[src/rtl/lc3_pkg.sv]
// Shared LC-3 constants and types used by the branch resolution logic.
package lc3_pkg;

    localparam int WORD_W = 16;
    localparam logic [3:0] OP_BR = 4'b0000;

    typedef enum logic [1:0] {
        IDLE    = 2'd0,
        LOAD    = 2'd1,
        WAIT    = 2'd2,
        RESOLVE = 2'd3
    } branch_state_t;

endpackage

[src/rtl/branch_target_adder.sv]
// Branch target generation: incremented PC plus sign-extended 9-bit offset.
module branch_target_adder
    import lc3_pkg::*;
(
    input  logic [WORD_W-1:0] pc,
    input  logic [8:0]        offset,
    output logic [WORD_W-1:0] target
);

    // 16-bit modulo add; wrap-around is the architectural behaviour.
    assign target = pc + {{(WORD_W-9){offset[8]}}, offset};

endmodule

[src/rtl/branch_ctrl.sv]
// BR resolution sequencer: pulses LDBEN, samples BEN, issues the PC load strobe
// and keeps saturating branch/taken counters.
module branch_ctrl
    import lc3_pkg::*;
#(
    parameter int CNT_W = 8
) (
    input  logic              clk,
    input  logic              reset,
    input  logic              start,
    input  logic [WORD_W-1:0] ir,
    input  logic [WORD_W-1:0] pc_in,
    input  logic              ben,
    output logic              ldben,
    output logic [2:0]        ir_nzp,
    output logic              ld_pc,
    output logic [WORD_W-1:0] pc_out,
    output logic              busy,
    output logic              done,
    output logic              illegal,
    output logic [CNT_W-1:0]  branch_count,
    output logic [CNT_W-1:0]  taken_count
);

    localparam logic [CNT_W-1:0] CNT_ONE = {{(CNT_W-1){1'b0}}, 1'b1};
    localparam logic [CNT_W-1:0] CNT_MAX = {CNT_W{1'b1}};

    branch_state_t      state_q, state_d;
    logic [2:0]         nzp_q;
    logic [8:0]         off_q;
    logic [WORD_W-1:0]  pc_q;
    logic [WORD_W-1:0]  target;
    logic               ldben_q, ld_pc_q, done_q, illegal_q;
    logic [WORD_W-1:0]  pc_out_q;
    logic [CNT_W-1:0]   branch_cnt_q, taken_cnt_q;
    logic               accept, reject, resolve_now, taken_now;

    branch_target_adder u_target (
        .pc     (pc_q),
        .offset (off_q),
        .target (target)
    );

    always_comb begin
        state_d     = state_q;
        accept      = 1'b0;
        reject      = 1'b0;
        resolve_now = 1'b0;
        case (state_q)
            IDLE: begin
                if (start) begin
                    if (ir[15:12] == OP_BR) begin
                        accept  = 1'b1;
                        state_d = LOAD;
                    end else begin
                        reject = 1'b1;
                    end
                end
            end
            LOAD:    state_d = WAIT;
            // BEN is valid during WAIT; it is captured on the edge into RESOLVE
            // so that ld_pc and done are plain register outputs.
            WAIT: begin
                resolve_now = 1'b1;
                state_d     = RESOLVE;
            end
            RESOLVE: state_d = IDLE;
            default: state_d = IDLE;
        endcase
        taken_now = resolve_now & ben;
    end

    always_ff @(posedge clk) begin
        if (reset) begin
            state_q      <= IDLE;
            nzp_q        <= 3'b000;
            off_q        <= 9'd0;
            pc_q         <= '0;
            ldben_q      <= 1'b0;
            ld_pc_q      <= 1'b0;
            done_q       <= 1'b0;
            illegal_q    <= 1'b0;
            pc_out_q     <= '0;
            branch_cnt_q <= '0;
            taken_cnt_q  <= '0;
        end else begin
            state_q   <= state_d;
            ldben_q   <= accept;
            illegal_q <= reject;
            done_q    <= resolve_now;
            ld_pc_q   <= taken_now;
            if (accept) begin
                nzp_q <= ir[11:9];
                off_q <= ir[8:0];
                pc_q  <= pc_in;
            end
            if (taken_now) begin
                pc_out_q <= target;
            end
            if (resolve_now && branch_cnt_q != CNT_MAX) begin
                branch_cnt_q <= branch_cnt_q + CNT_ONE;
            end
            if (taken_now && taken_cnt_q != CNT_MAX) begin
                taken_cnt_q <= taken_cnt_q + CNT_ONE;
            end
        end
    end

    assign ldben        = ldben_q;
    assign ir_nzp       = nzp_q;
    assign ld_pc        = ld_pc_q;
    assign pc_out       = pc_out_q;
    assign busy         = (state_q != IDLE);
    assign done         = done_q;
    assign illegal      = illegal_q;
    assign branch_count = branch_cnt_q;
    assign taken_count  = taken_cnt_q;

endmodule

[config.mk]
export PLATFORM = sky130hd
export DESIGN_NAME = branch_ctrl
export DESIGN_NICKNAME = d
export VERILOG_FILES = /design/src/rtl/lc3_pkg.sv /design/src/rtl/branch_target_adder.sv /design/src/rtl/branch_ctrl.sv
export SDC_FILE = /design/constraint.sdc
export NUM_CORES = 1
export LEC_CHECK = 0
export BUFFER_PORTS_ARGS = -buffer_cell sky130_fd_sc_hd__buf_2
export CAP_MARGIN = 40
export CELL_PAD_IN_SITES_DETAIL_PLACEMENT = 1
export CELL_PAD_IN_SITES_GLOBAL_PLACEMENT = 1
export CORE_UTILIZATION = 43
export DETAILED_ROUTE_END_ITERATION = 8
export GPL_ROUTABILITY_DRIVEN = 1
export PLACE_DENSITY_LB_ADDON = 0.1
export SLEW_MARGIN = 20
export SYNTH_ARGS = -nofsm -noshare
export SYNTH_HDL_FRONTEND = slang
export SYNTH_SLANG_ARGS = --single-unit
[constraint.sdc]
create_clock -name clk -period 3.6 [get_ports clk]
set_input_delay 0.36 -clock clk [delete_from_list [all_inputs] [get_ports clk]]
set_output_delay 0.36 -clock clk [all_outputs]
set_load 0.02 [all_outputs]
==> flow_metrics.env <==
export IMPL_status="finished, final reports clean"
export IMPL_port_buffer_count=75
export IMPL_hp_class="input pin to flip-flop"
export IMPL_synth_nets=465
export IMPL_ys_ff_latch=66
export IMPL_design_die_area_sq_mm=0.00819
export IMPL_fp_row_count=31
export IMPL_synth_distinct_cells=54
export IMPL_cts_resized=0
export IMPL_drv_slew=0
export IMPL_ir_drop_uv=278
export IMPL_dp_hpwl_mm=6.51
export IMPL_post_cts_setup_buffers=0
export IMPL_root_buffer="clkbuf_8"
export IMPL_crit_arrival_ns=2.52
export IMPL_clk_path_buf_depth=2
export IMPL_hold_viol=0
export IMPL_worstRegToRegCells=7
export IMPL_syn_area_per_cell_sq_um=8.25
export IMPL_synth_common_cells="nand2_1, dfxtp_1, a21oi_1, nor2_1, ha_1"
export IMPL_grt_pass1_wl_mm=15.7
export IMPL_hp_start="pc_in[12]"
export IMPL_regToRegEndpoint="pc_out[8]"
export IMPL_fin_area_sq_mm=0.00405
export IMPL_p_int_mw=1.30
export IMPL_start_util=0.454
export IMPL_leakage_nw=1.71
export IMPL_finalClockSkew_ns=0.0119
export IMPL_grt_usage=0.238
export IMPL_r2r_slack_ns=1.27
export IMPL_syn_to_final_growth_pct=20.3
export IMPL_min_path_cells=3
export IMPL_period_needed_ns=2.33
export IMPL_grt_overflow_total=0
export IMPL_end_kind="flip-flop"
export IMPL_synth_edf_count=0
export IMPL_wl_mm=9.31
export IMPL_use_met3=0.0455
export IMPL_drtIter0Drc=67
export IMPL_ys_async_sr_fraction=0
export IMPL_grt_pass1_vias=3269
export IMPL_netlist_area_sq_mm=0.00337
export IMPL_netlist_area_leader_share=0.392
export IMPL_final_setup_tns_ns=0
export IMPL_core_region_area_sq_mm=0.00741
export IMPL_dpl_cell_area_sq_mm=0.00381
export IMPL_numCtsBuffers=9
export IMPL_grt_antenna_before_repair=0
export IMPL_clkPwrFrac=0.436
export IMPL_die_w_microns=90.5
export IMPL_insertion_delay_ns=0.35
export IMPL_timing_final_crit_share=0.647
export IMPL_timing_worst_setup_path_type="flip-flop to flip-flop"
export IMPL_p_comb_frac=0.125
export IMPL_place_gp_congestion=0.814
export IMPL_total_power_mw=1.75
export IMPL_worstMarginPinSlew_ns=0.786
export IMPL_setup_viol=0
export IMPL_wl_per_cell_microns=16.1
export IMPL_drc_errors=0
export IMPL_final_layout_size_suffix_gt1_frac=0.220
export IMPL_reg2reg_from="off_q[0]"
export IMPL_clk_pin_slew_ns=0.08
export IMPL_grt_busiest_layer="met2"
export IMPL_rsz0062_at_grt="false"
export IMPL_met2_usage=0.402
export IMPL_cts_sinks=66
export IMPL_vias=3178
export IMPL_antenna_left=0
export IMPL_fin_util=0.547
export IMPL_seq_area_frac_synth=0.392
export IMPL_p_sw_frac=0.261
export IMPL_worstHoldEndpoint="pc_q[12]"
export IMPL_netSwitchingPower_mw=0.458
export IMPL_slew_limit_headroom=0.476
export IMPL_synth_area_top_cells="dfxtp_1, nand2_1, a21oi_1"
export IMPL_p_seq_frac=0.438
export IMPL_die_h_microns=90.5
export IMPL_grt_max_degree=50
export IMPL_syn_inst=408
export IMPL_timing_fmax_mhz=430
export IMPL_ys_flop_type="dfxtp_1"
export IMPL_yosys_warnings=0
export IMPL_post_drt_via_cell_ratio=5.48
export IMPL_required_ns=3.79
export IMPL_firstDrtPassIters=6
export IMPL_yosysTopAreaCell="dfxtp_1"
export IMPL_cp_max_fo=6
export IMPL_cts_tree="yes"
export IMPL_nets=533
export IMPL_h_tree_depth=3
export IMPL_p_per_area_mw_per_mm2=433
export IMPL_start_kind="flip-flop"
export IMPL_synth_most_common_cell="nand2_1"
export IMPL_antenna_cells=0
export IMPL_io_pins=76
export IMPL_use_met1=0.295
export IMPL_drv_cap=0
export IMPL_ctsHoldBuffers=0
-- metal layers --
| metal | routed length, microns | up-vias | share of wire |
|---|---|---|---|
| met2 | 4450 | 57 | 0.48 |
| li1 | - | 1587 | - |
| met4 | 188 | 0 | 0.020 |
| met3 | 321 | 16 | 0.034 |
| met5 | 0 | - | 0 |
| met1 | 4360 | 1518 | 0.47 |
-- power groups by stage --
stage	Sequential, mW	Combinational, mW	Clock (mW)
after floorplan	0.797	0.131	0
after global placement	0.785	0.203	0
after detailed placement	0.786	0.217	0
after CTS	0.769	0.221	0.778
after global routing	0.771	0.243	0.811
final	0.769	0.220	0.765
-- area by class of cell --
| class | count | area (sq um) |
|---|---|---|
| clock buffers | 10 | 128 |
| clock inverters | 6 | 115 |
| fillers | 947 | 3360 |
| inverters | 6 | 22.5 |
| multi-input cells | 314 | 1920 |
| flip-flops and latches | 66 | 1320 |
| well taps | 99 | 124 |
| repair buffers | 79 | 420 |
-- critical path: stages, from the launching register on --
cell	delay, ns
dfxtp_1	0.32
ha_1	0.26
fa_1	0.46
a211oi_2	0.39
o21ai_2	0.19
o31ai_1	0.28
xor2_1	0.18
a211oi_1	0.09
-- cell families after synthesis --
group	count (synthesis)	share of synthesized area
compound gates	107	0.205
mux	6	0.0186
flops	66	0.392
xor+xnor	12	0.0312
simple gates	168	0.234
fa+ha+maj	21	0.0803
buf+inv	28	0.0375
-- sequential cells by signal, summed over array words and instances (netlist names) --
register and cells:
pc_out 16, branch_count 8, done 1, illegal 1
taken_count 8, ld_pc 1, pc_q 16, state_q 2
ldben 1, ir_nzp 3, off_q 9
-- placed cells by master (no fill, tap or decap), drive strengths merged, types with 4 or more instances in the layout --
| cell type | n |
|---|---|
| a211o | 6 |
| a211oi | 5 |
| a21oi | 52 |
| buf | 79 |
| clkbuf | 10 |
| dfxtp | 66 |
| ha | 20 |
| inv | 6 |
| mux2i | 4 |
| nand2 | 83 |
| nand3 | 14 |
| nand3b | 8 |
| nand4 | 6 |
| nor2 | 26 |
| nor3 | 6 |
| nor4 | 5 |
| o211ai | 10 |
| o21ai | 14 |
| or3 | 5 |
| xnor2 | 5 |
| xor2 | 7 |
-- worst max-delay path by stage --
stage / slack [ns] / cells past startpoint / end / startpoint
finish: 1.27 / 7 / pc_out[8] / off_q[0]
global route: 1.17 / 7 / taken_count[4] / state_q[0]
CTS: 1.25 / 7 / pc_out[8] / off_q[0]
detailed placement: 1.35 / 7 / taken_count[4] / state_q[0]
global placement: 1.37 / 6 / pc_out[9] / state_q[0]
floorplan: 1.56 / 7 / pc_out[8] / off_q[0]
-- stage by stage --
step / setup WS (ns) / hold WS, ns / instances
2_1_floorplan: 1.56 / 0.440 / 408
3_3_place_gp: 1.37 / 0.437 / 562
3_5_place_dp: 1.35 / 0.445 / 564
4_1_cts: 1.25 / 0.233 / 580
5_1_grt: 1.17 / 0.246 / 580
6_report: 1.27 / 0.239 / 580
(Power assumes the default switching activity.)
